File: config.mk
export PLATFORM = sky130hd
export DESIGN_NAME = calc_res_ascii_tx
export DESIGN_NICKNAME = d
export VERILOG_FILES = /design/src/rtl/calc_pkg.sv /design/src/rtl/bin2bcd_seq.sv /design/src/rtl/calc_res_ascii_tx.sv
export SDC_FILE = /design/constraint.sdc
export NUM_CORES = 1
export LEC_CHECK = 0
export BUFFER_PORTS_ARGS = -buffer_cell sky130_fd_sc_hd__buf_2
export CAP_MARGIN = 20
export CORE_ASPECT_RATIO = 1.75
export CORE_MARGIN = 3
export CORE_UTILIZATION = 55
export DETAILED_ROUTE_END_ITERATION = 8
export PLACE_DENSITY = 0.72
export SLEW_MARGIN = 5
export SYNTH_ARGS = -nofsm -noshare
export SYNTH_HDL_FRONTEND = slang
export SYNTH_SLANG_ARGS = --single-unit
File: constraint.sdc
create_clock -name clk -period 2.8 [get_ports clk]
set_clock_uncertainty 0.05 [all_clocks]
set_input_delay 0.84 -clock clk [delete_from_list [all_inputs] [get_ports clk]]
set_output_delay 0.84 -clock clk [all_outputs]
set_load 0.02 [all_outputs]
File: src/rtl/calc_pkg.sv
// Shared constants for the result-to-ASCII formatter: character codes,
// default widths and the encodings of the sequencer state and byte selector.
package calc_pkg;

    localparam int RES_W_DEF  = 33;
    localparam int DIGITS_DEF = 10;

    localparam logic [7:0] CH_0     = 8'h30;
    localparam logic [7:0] CH_MINUS = 8'h2D;
    localparam logic [7:0] CH_CR    = 8'h0D;
    localparam logic [7:0] CH_LF    = 8'h0A;
    localparam logic [7:0] CH_E     = 8'h45;
    localparam logic [7:0] CH_R     = 8'h52;

    typedef enum logic [2:0] {
        S_IDLE,
        S_LOAD,
        S_CONV,
        S_SCAN,
        S_SEND,
        S_WAIT_ACK,
        S_WAIT_FREE,
        S_DONE
    } state_t;

    // Which character of the output line is currently being sent.
    typedef enum logic [2:0] {
        B_MINUS,
        B_DIGIT,
        B_CR,
        B_LF,
        B_E,
        B_R1,
        B_R2
    } byte_sel_t;

endpackage

File: src/rtl/bin2bcd_seq.sv
// Sequential double-dabble: one add-3/shift step per clock, RES_W steps.
// done is asserted during the final step; bcd holds the result from the
// following cycle until the next start.
module bin2bcd_seq
    import calc_pkg::*;
#(
    parameter int RES_W  = RES_W_DEF,
    parameter int DIGITS = DIGITS_DEF
) (
    input  logic                clk,
    input  logic                n_rst,
    input  logic                start,
    input  logic [RES_W-1:0]    bin,
    output logic                done,
    output logic [4*DIGITS-1:0] bcd
);

    localparam int CNT_W = $clog2(RES_W + 1);

    logic [RES_W-1:0]    bin_reg;
    logic [4*DIGITS-1:0] bcd_reg;
    logic [4*DIGITS-1:0] bcd_adj;
    logic [CNT_W-1:0]    cnt_reg;
    logic                run_reg;

    // Add 3 to every nibble that would overflow past 9 after the shift.
    generate
        for (genvar gi = 0; gi < DIGITS; gi++) begin : g_adj
            assign bcd_adj[gi*4 +: 4] = (bcd_reg[gi*4 +: 4] >= 4'd5) ?
                                        (bcd_reg[gi*4 +: 4] + 4'd3) :
                                        bcd_reg[gi*4 +: 4];
        end
    endgenerate

    // Load on start, then shift {bcd, bin} left once per cycle.
    always_ff @(posedge clk or negedge n_rst) begin
        if (!n_rst) begin
            bin_reg <= '0;
            bcd_reg <= '0;
            cnt_reg <= '0;
            run_reg <= 1'b0;
        end else if (start) begin
            bin_reg <= bin;
            bcd_reg <= '0;
            cnt_reg <= CNT_W'(RES_W);
            run_reg <= 1'b1;
        end else if (run_reg) begin
            {bcd_reg, bin_reg} <= {bcd_adj[4*DIGITS-2:0], bin_reg, 1'b0};
            cnt_reg            <= cnt_reg - CNT_W'(1);
            if (cnt_reg == CNT_W'(1)) begin
                run_reg <= 1'b0;
            end
        end
    end

    assign done = run_reg && (cnt_reg == CNT_W'(1));
    assign bcd  = bcd_reg;

endmodule

File: src/rtl/calc_res_ascii_tx.sv
// Formats a signed arithmetic result as a decimal ASCII line ("-123\r\n",
// or "ERR\r\n" on error) and feeds it byte by byte to a UART transmitter.
module calc_res_ascii_tx
    import calc_pkg::*;
#(
    parameter int RES_W   = RES_W_DEF,
    parameter int DIGITS  = DIGITS_DEF,
    parameter int CRLF_EN = 1
) (
    input  logic             clk,
    input  logic             n_rst,
    input  logic [RES_W-1:0] calc_res,
    input  logic             res_err,
    input  logic             res_done,
    input  logic             tx_busy,
    output logic             tx_start,
    output logic [7:0]       tx_data,
    output logic             fmt_busy,
    output logic             fmt_done
);

    localparam int IDX_W = (DIGITS > 1) ? $clog2(DIGITS) : 1;
    localparam logic [IDX_W-1:0] TOP_IDX = IDX_W'(DIGITS - 1);

    state_t              state_reg, state_next;
    byte_sel_t           sel_reg, sel_next;
    logic                sign_reg, sign_next;
    logic                err_reg, err_next;
    logic [RES_W-1:0]    mag_reg, mag_next;
    logic [IDX_W-1:0]    idx_reg, idx_next;
    logic                tx_start_reg, tx_start_next;
    logic [7:0]          tx_data_reg, tx_data_next;

    logic                bcd_start;
    logic                bcd_done;
    logic [4*DIGITS-1:0] bcd;
    logic [3:0]          cur_nib;
    logic [7:0]          cur_byte;
    logic                is_last;

    bin2bcd_seq #(
        .RES_W  (RES_W),
        .DIGITS (DIGITS)
    ) u_bin2bcd (
        .clk   (clk),
        .n_rst (n_rst),
        .start (bcd_start),
        .bin   (mag_reg),
        .done  (bcd_done),
        .bcd   (bcd)
    );

    assign cur_nib = bcd[idx_reg*4 +: 4];

    // Character for the current byte selector / digit index.
    always_comb begin
        cur_byte = CH_0;
        case (sel_reg)
            B_MINUS: cur_byte = CH_MINUS;
            B_DIGIT: cur_byte = CH_0 + {4'h0, cur_nib};
            B_CR:    cur_byte = CH_CR;
            B_LF:    cur_byte = CH_LF;
            B_E:     cur_byte = CH_E;
            B_R1:    cur_byte = CH_R;
            B_R2:    cur_byte = CH_R;
            default: cur_byte = CH_0;
        endcase
    end

    // Last byte of the line depends on whether CR LF is appended.
    always_comb begin
        is_last = 1'b0;
        if (CRLF_EN != 0) begin
            is_last = (sel_reg == B_LF);
        end else begin
            is_last = ((sel_reg == B_DIGIT) && (idx_reg == '0)) || (sel_reg == B_R2);
        end
    end

    // Sequencer: next state, latched operands, byte selection and TX handshake.
    always_comb begin
        state_next    = state_reg;
        sel_next      = sel_reg;
        sign_next     = sign_reg;
        err_next      = err_reg;
        mag_next      = mag_reg;
        idx_next      = idx_reg;
        tx_start_next = 1'b0;
        tx_data_next  = tx_data_reg;
        bcd_start     = 1'b0;

        case (state_reg)
            S_IDLE: begin
                if (res_done) begin
                    sign_next  = calc_res[RES_W-1];
                    err_next   = res_err;
                    // Held unsigned, so -2^(RES_W-1) maps to 2^(RES_W-1) exactly.
                    mag_next   = calc_res[RES_W-1] ? (~calc_res + RES_W'(1)) : calc_res;
                    state_next = S_LOAD;
                end
            end
            S_LOAD: begin
                if (err_reg) begin
                    sel_next   = B_E;
                    state_next = S_SEND;
                end else begin
                    bcd_start  = 1'b1;
                    state_next = S_CONV;
                end
            end
            S_CONV: begin
                if (bcd_done) begin
                    idx_next   = TOP_IDX;
                    state_next = S_SCAN;
                end
            end
            S_SCAN: begin
                // Stop at the first nonzero digit; digit 0 is always printed.
                if ((cur_nib != 4'd0) || (idx_reg == '0)) begin
                    sel_next   = sign_reg ? B_MINUS : B_DIGIT;
                    state_next = S_SEND;
                end else begin
                    idx_next = idx_reg - IDX_W'(1);
                end
            end
            S_SEND: begin
                if (!tx_busy) begin
                    tx_start_next = 1'b1;
                    tx_data_next  = cur_byte;
                    state_next    = S_WAIT_ACK;
                end
            end
            S_WAIT_ACK: begin
                state_next = S_WAIT_FREE;
            end
            S_WAIT_FREE: begin
                if (!tx_busy) begin
                    if (is_last) begin
                        state_next = S_DONE;
                    end else begin
                        state_next = S_SEND;
                        case (sel_reg)
                            B_MINUS: sel_next = B_DIGIT;
                            B_DIGIT: begin
                                if (idx_reg == '0) begin
                                    sel_next = B_CR;
                                end else begin
                                    idx_next = idx_reg - IDX_W'(1);
                                end
                            end
                            B_CR:    sel_next = B_LF;
                            B_E:     sel_next = B_R1;
                            B_R1:    sel_next = B_R2;
                            B_R2:    sel_next = B_CR;
                            default: sel_next = B_LF;
                        endcase
                    end
                end
            end
            S_DONE: begin
                state_next = S_IDLE;
            end
            default: begin
                state_next = S_IDLE;
            end
        endcase
    end

    // State and datapath registers.
    always_ff @(posedge clk or negedge n_rst) begin
        if (!n_rst) begin
            state_reg    <= S_IDLE;
            sel_reg      <= B_MINUS;
            sign_reg     <= 1'b0;
            err_reg      <= 1'b0;
            mag_reg      <= '0;
            idx_reg      <= '0;
            tx_start_reg <= 1'b0;
            tx_data_reg  <= 8'h00;
        end else begin
            state_reg    <= state_next;
            sel_reg      <= sel_next;
            sign_reg     <= sign_next;
            err_reg      <= err_next;
            mag_reg      <= mag_next;
            idx_reg      <= idx_next;
            tx_start_reg <= tx_start_next;
            tx_data_reg  <= tx_data_next;
        end
    end

    assign tx_start = tx_start_reg;
    assign tx_data  = tx_data_reg;
    assign fmt_busy = (state_reg != S_IDLE) && (state_reg != S_DONE);
    assign fmt_done = (state_reg == S_DONE);

endmodule

Yosys cells after proc, flatten, opt, wreduce, memory -nomap -nowiden
Cells that the tools add are included.
Widths: inputs -> output; s select.
{"block": "totals", "word_cells": 130, "out_inout_bits": 11, "input_bits": 38, "reg_bits": 134}
{"block": "classes", "n_bitwise": 2, "n_eq_ne": 26, "n_reduce_logical": 17, "addsub": 14, "shifts": 1, "mux": 48, "order_cmp": 10}
{"op": "$mux 33", "count": 3}
{"op": "$mux 40", "count": 2}
{"op": "$mux 4", "count": 15}
{"op": "$pmux 7 s6", "count": 1}
{"op": "$ge 4x3->1 const B", "count": 10}
{"op": "$shiftx 40x7->4", "count": 1}
{"op": "$add 4x2->4 const B", "count": 9}
{"op": "$mux 3", "count": 12}
{"op": "$add 33x1->33 const B", "count": 1}
{"op": "$not 33->33", "count": 1}
{"op": "$pmux 3 s8", "count": 1}
{"op": "$eq 3x3->1 const B", "count": 7}
{"op": "$ne 2x2->1 const B", "count": 10}
{"op": "$pmux 3 s5", "count": 1}
{"op": "$eq 3x2->1 const B", "count": 4}
{"op": "$mux 6", "count": 2}
{"op": "$pmux 4 s3", "count": 1}
{"op": "$pmux 3 s3", "count": 1}
{"op": "$reduce_bool 3->1", "count": 3}
{"op": "$mux 1", "count": 8}
{"op": "$add 6x4->7 const A", "count": 1}
{"op": "$reduce_and 7->1", "count": 1}
{"op": "$eq 3x1->1 const B", "count": 2}
{"op": "$eq 6x1->1 const B", "count": 1}
{"op": "other kinds (16)", "count": 20}

Logic depth before layout (Yosys ltp)
{"block": "logic_depth", "depth_word": 6, "ltp_mapped": 10}

Cells and area by module
A second synthesis with hierarchy kept.
{"block": "unflattened", "hier_cells": 843, "area_unflattened_um2": 7790.0}
{"mod": "bin2bcd_seq", "area_each_um2": 4436.8, "n_inst": 1, "seq_area_each_um2": 2001.9, "cells_per_inst": 463}
{"mod": "calc_res_ascii_tx", "area_each_um2": 3353.2, "n_inst": 1, "seq_area_each_um2": 1326.3, "cells_per_inst": 380}

Least setup slack after synthesis
Ideal clock, no wire load.
{"block": "synth_timing", "path_type": "input -> register", "start": "input port calc_res[17]", "end": "register mag_reg[31]", "n_path_buf": 0, "setup_ns": 0.137, "required_ns": 2.613, "arrival_time_ns": 2.921, "stages": 7, "slack_ns": -0.308, "cell_sequence": "or3_4 or4_1 or2_4 or3_4 o41ai_4 xor2_1 a21oi_1"}
{"block": "synth_via", "elab_chain_len": 3}
{"element": "start: declaration", "line_no": "calc_res_ascii_tx.sv:12", "rtl": "input logic [RES_W-1:0] calc_res,"}
{"element": "$not 33->33", "line_no": "calc_res_ascii_tx.sv:98", "rtl": "mag_next = calc_res[RES_W-1] ? (~calc_res + RES_W'(1)) : calc_res;"}
{"element": "$add 33x1->33", "line_no": "calc_res_ascii_tx.sv:98"}
{"element": "$mux 33", "line_no": "calc_res_ascii_tx.sv:98"}
{"element": "end signal: assignment", "line_no": "calc_res_ascii_tx.sv:185", "rtl": "mag_reg <= mag_next;"}
{"element": "end: declaration", "line_no": "calc_res_ascii_tx.sv:29", "rtl": "logic [RES_W-1:0] mag_reg, mag_next;"}
No other way between the ends.
A chain may end at the register's enable or synchronous reset.

Final worst setup path
{"block": "layout_timing", "start": "input port calc_res[9]", "end": "register mag_reg[27]"}
The elaborated chain is that of the path after synthesis.

==> metrics.md <==
| Metric | Value |
|---|---|
| Outcome | finished clean |
| Worst-skew pair later-pin latency | 0.41 ns |
| Mapped Avg Cell Area | 9.046 µm² |
| DRT iter0 DRCs | 250 |
| Post-synthesis simple-gate area fraction | 16.20% |
| Hold WS | 0.3487 ns |
| Via count | 6058 |
| Initial antenna violation count | 0 |
| R2R Path Start | idx_reg[0] |
| Slew HR | 32.17% |
| Seq/Total Area, Yosys | 44.33% |
| CP cell instances | buf_6 -> or4_4 -> or4_4 -> or3_1 -> buf_6 -> o41ai_4 -> xor2_1 -> a21oi_1 |
| Row count | 55 |
| Core area | approximately 0.013 mm² |
| Number of synthesized flops with an enable pin | 0 |
| Static Leak | 4.063 nW |
| Layout area overhead | 17.66% |
| Setup TNS | 0 ns |
| Final worst slack | 0.03572 ns |
| Ant. Diodes | 0 |
| WL per Instance | between 10 and 15 µm |
| Peak VDD IR | approximately 0.55 mV |
| DP HPWL | approximately 11000 µm |
| Synth Cell Area | about 0.0075 mm² |
| Maxcap violations | 0 |
| Grt ovf | 0 |
| # setup viols final | 0 |
| Compound-Gate Fraction of Synth Area | about 16% |
| CP Max Fanout | 6 |
| Crit path buffers/inverters | 2 |
| Number of flip-flops in the largest register | 40 |
| IO Pins | 49 |
| Pwr Density | between 1000 and 1500 mW/mm² |
| Ranking of synthesized cells by area | dfrtp_1, mux2i_1, a21oi_1 |
| Distinct cell type count after synthesis | 53 |
| Layout cells sized above 1 | 17.46% |
| DR pass1 iterations | 4 |
| Post-synth ARST share | 100.0% |
| Tmin final | 2.764 ns |
| Synth Flop Type | dfrtp_1 |
| Delay-heaviest family, CP | simple AND/OR/NAND/NOR gates |
| Pin count of the biggest net entering global routing | between 70 and 80 |
| Warnings from Yosys | 0 |
| TritonCTS clock tree | yes |
| Main combinational cell family by area after synthesis | compound AO/OA/AOI/OAI gates |
| Fraction of synthesized area in multiplexers | 9.132% |
| Hold crit path type | input pin to asynchronous set/reset pin |
| Clk buf depth | 2 |
| Worst Setup Path Type | input pin to flop |
| Design area | 0.008835 mm² |
| DRT Wirelength | 15530 µm |
| Die area | ~0.015 mm² |
| Cell Area, Placed | 0.008182 mm² |
| DRC violations left | 0 |
| # placed instances | 1042 |
| RePlAce Congestion | between 0.8 and 0.9 |
| Synth area leader | dfrtp_1 |
| CTS root buf | clkbuf_16 |
| Hold_buf cts | 0 |
| Post-DR vias/cell | 5.630 |
| Final count of pins violating max slew | 0 |
| H-tree depth | 4 |
| Slowest stage delay, CP | 0.52 ns |
| CP Launch Point | calc_res[9] |
| Cells after Synth | 830 |
| CP arrival | a little under 3 ns |
| CTS Buf Count | 17 |
| Critical path capture point type | flop |
| Post-synthesis register bit count | approximately 130 |
| Slew of the pin with the lowest slew margin | 1.017 ns |
| Fin. Hold Viols | 0 |
| WP depth | 8 |
| Worst path slowest cell | or4_4 |
| Period utilization | 98.72% |
| Fmax | 361.8 MHz |
| ANT nets after route | 0 |
| Num Clock Sinks | 133 |
| Post-Synthesis Net Count | 892 |
| Commonest non-fill, non-tap cells in the layout | nor2_1, dfrtp_1, a21oi_1, mux2i_1, nand2_1 |
| Setup crit start kind | input pin |
| Die Span X | 94.33 µm |
| Vias in the first global route | 6240 |
| Buffers on Ports | 47 |
| Net count, final | 954 |
| Area share of the largest cell type after synthesis | 44.33% |
| Overall die height | 160.6 µm |
| Layout Cells excl Fill | 1076 |
| Pre-CTS WS | -0.4781 ns |
| Clock-pin slew on the worst setup and hold paths | 0.06 ns |
| Total GRT Usage | 22.15% |
| Xor/xnor share of the synthesized area | 5.832% |
| Synth Area in Adders | 3.999% |
| Worst Reg-to-Reg Cells | 9 |
| Initial core utilization | between 50% and 60% |
| WP data required | 3.02 ns |
| First-pass GRT wire length | around 27000 µm |
| RSZ-0062 raised after global routing | yes |
synthesized netlist by cell type (5+ instances only):
cell and number:
dfrtp_1 133, nor2_1 132, a21oi_1 108, mux2i_1 55, nand2_1 52, o21ai_0 44, clkbuf_1 39, xor2_1 37
inv_1 30, ha_1 24, nand2b_1 18, nand3_1 15, o31ai_1 13, xnor2_1 13, nor3_1 12, or3_1 10
a31oi_1 7, buf_1 7, a211oi_1 6, mux2_2 6, nor2b_1 6, nor3b_1 5
through the flow:
step,utilization (%),total power (W)
final,67.22,0.009799
after floorplan,-,0.006587
after detailed placement,62.25,0.007666
after CTS,66.83,0.009848
after global placement,62.25,0.007392
after global routing,67.22,0.01061
cells by family (layout without fill, tap and decap cells):
group / Yosys count / count (layout)
adders and majority gates: 24 / 24
buffers and inverters: 80 / 155
DFF: 133 / 133
xor gates and xnor gates: 50 / 50
AOI/OAI and AO/OA: 209 / 209
muxes: 64 / 64
other: 1 / 1
and+or+nand+nor: 269 / 269
metal layers:
metal / wire length [µm] / global-route usage [%]
met1: 6117 / 24.06
met5: 0 / 0
met2: 8644 / 41.27
met3: 436 / 4.311
met4: 329 / 8.481
path summary, 6_finish.rpt:
check                         endpoint  slack [ns]
setup / recovery           mag_reg[27]        0.04
setup reg to reg            idx_reg[0]        0.19
hold / removal                tx_start        0.35
min in group clk            tx_data[6]        0.42
hold reg to reg             tx_data[6]        0.42
max in group asynchronous   idx_reg[0]        1.62
layout make-up:
class	instances	area (µm²)
Sequential cell	133	3331
Multi-Input combinational cell	617	3968
Inverter	31	116.4
Fill cell	1036	4309
Timing Repair Buffer	92	635.6
Clock buffer	18	429.2
Clock inverter	14	141.4
Tap cell	171	214.0
power by group:
part	internal [W]	switching [W]
clock	0.00125	0.000891
combinational	0.00183	0.00225
sequential	0.00281	0.000782
total	0.00588	0.00392
repair_timing:
action / in CTS / in global routing
pin swaps: 2 / 3
setup endpoints to repair: 2 / 14
buffers inserted: 2 / 0
gates cloned: 0 / 0
resized for setup: 1 / 9
Note: power is estimated with default switching activity, not from simulation.
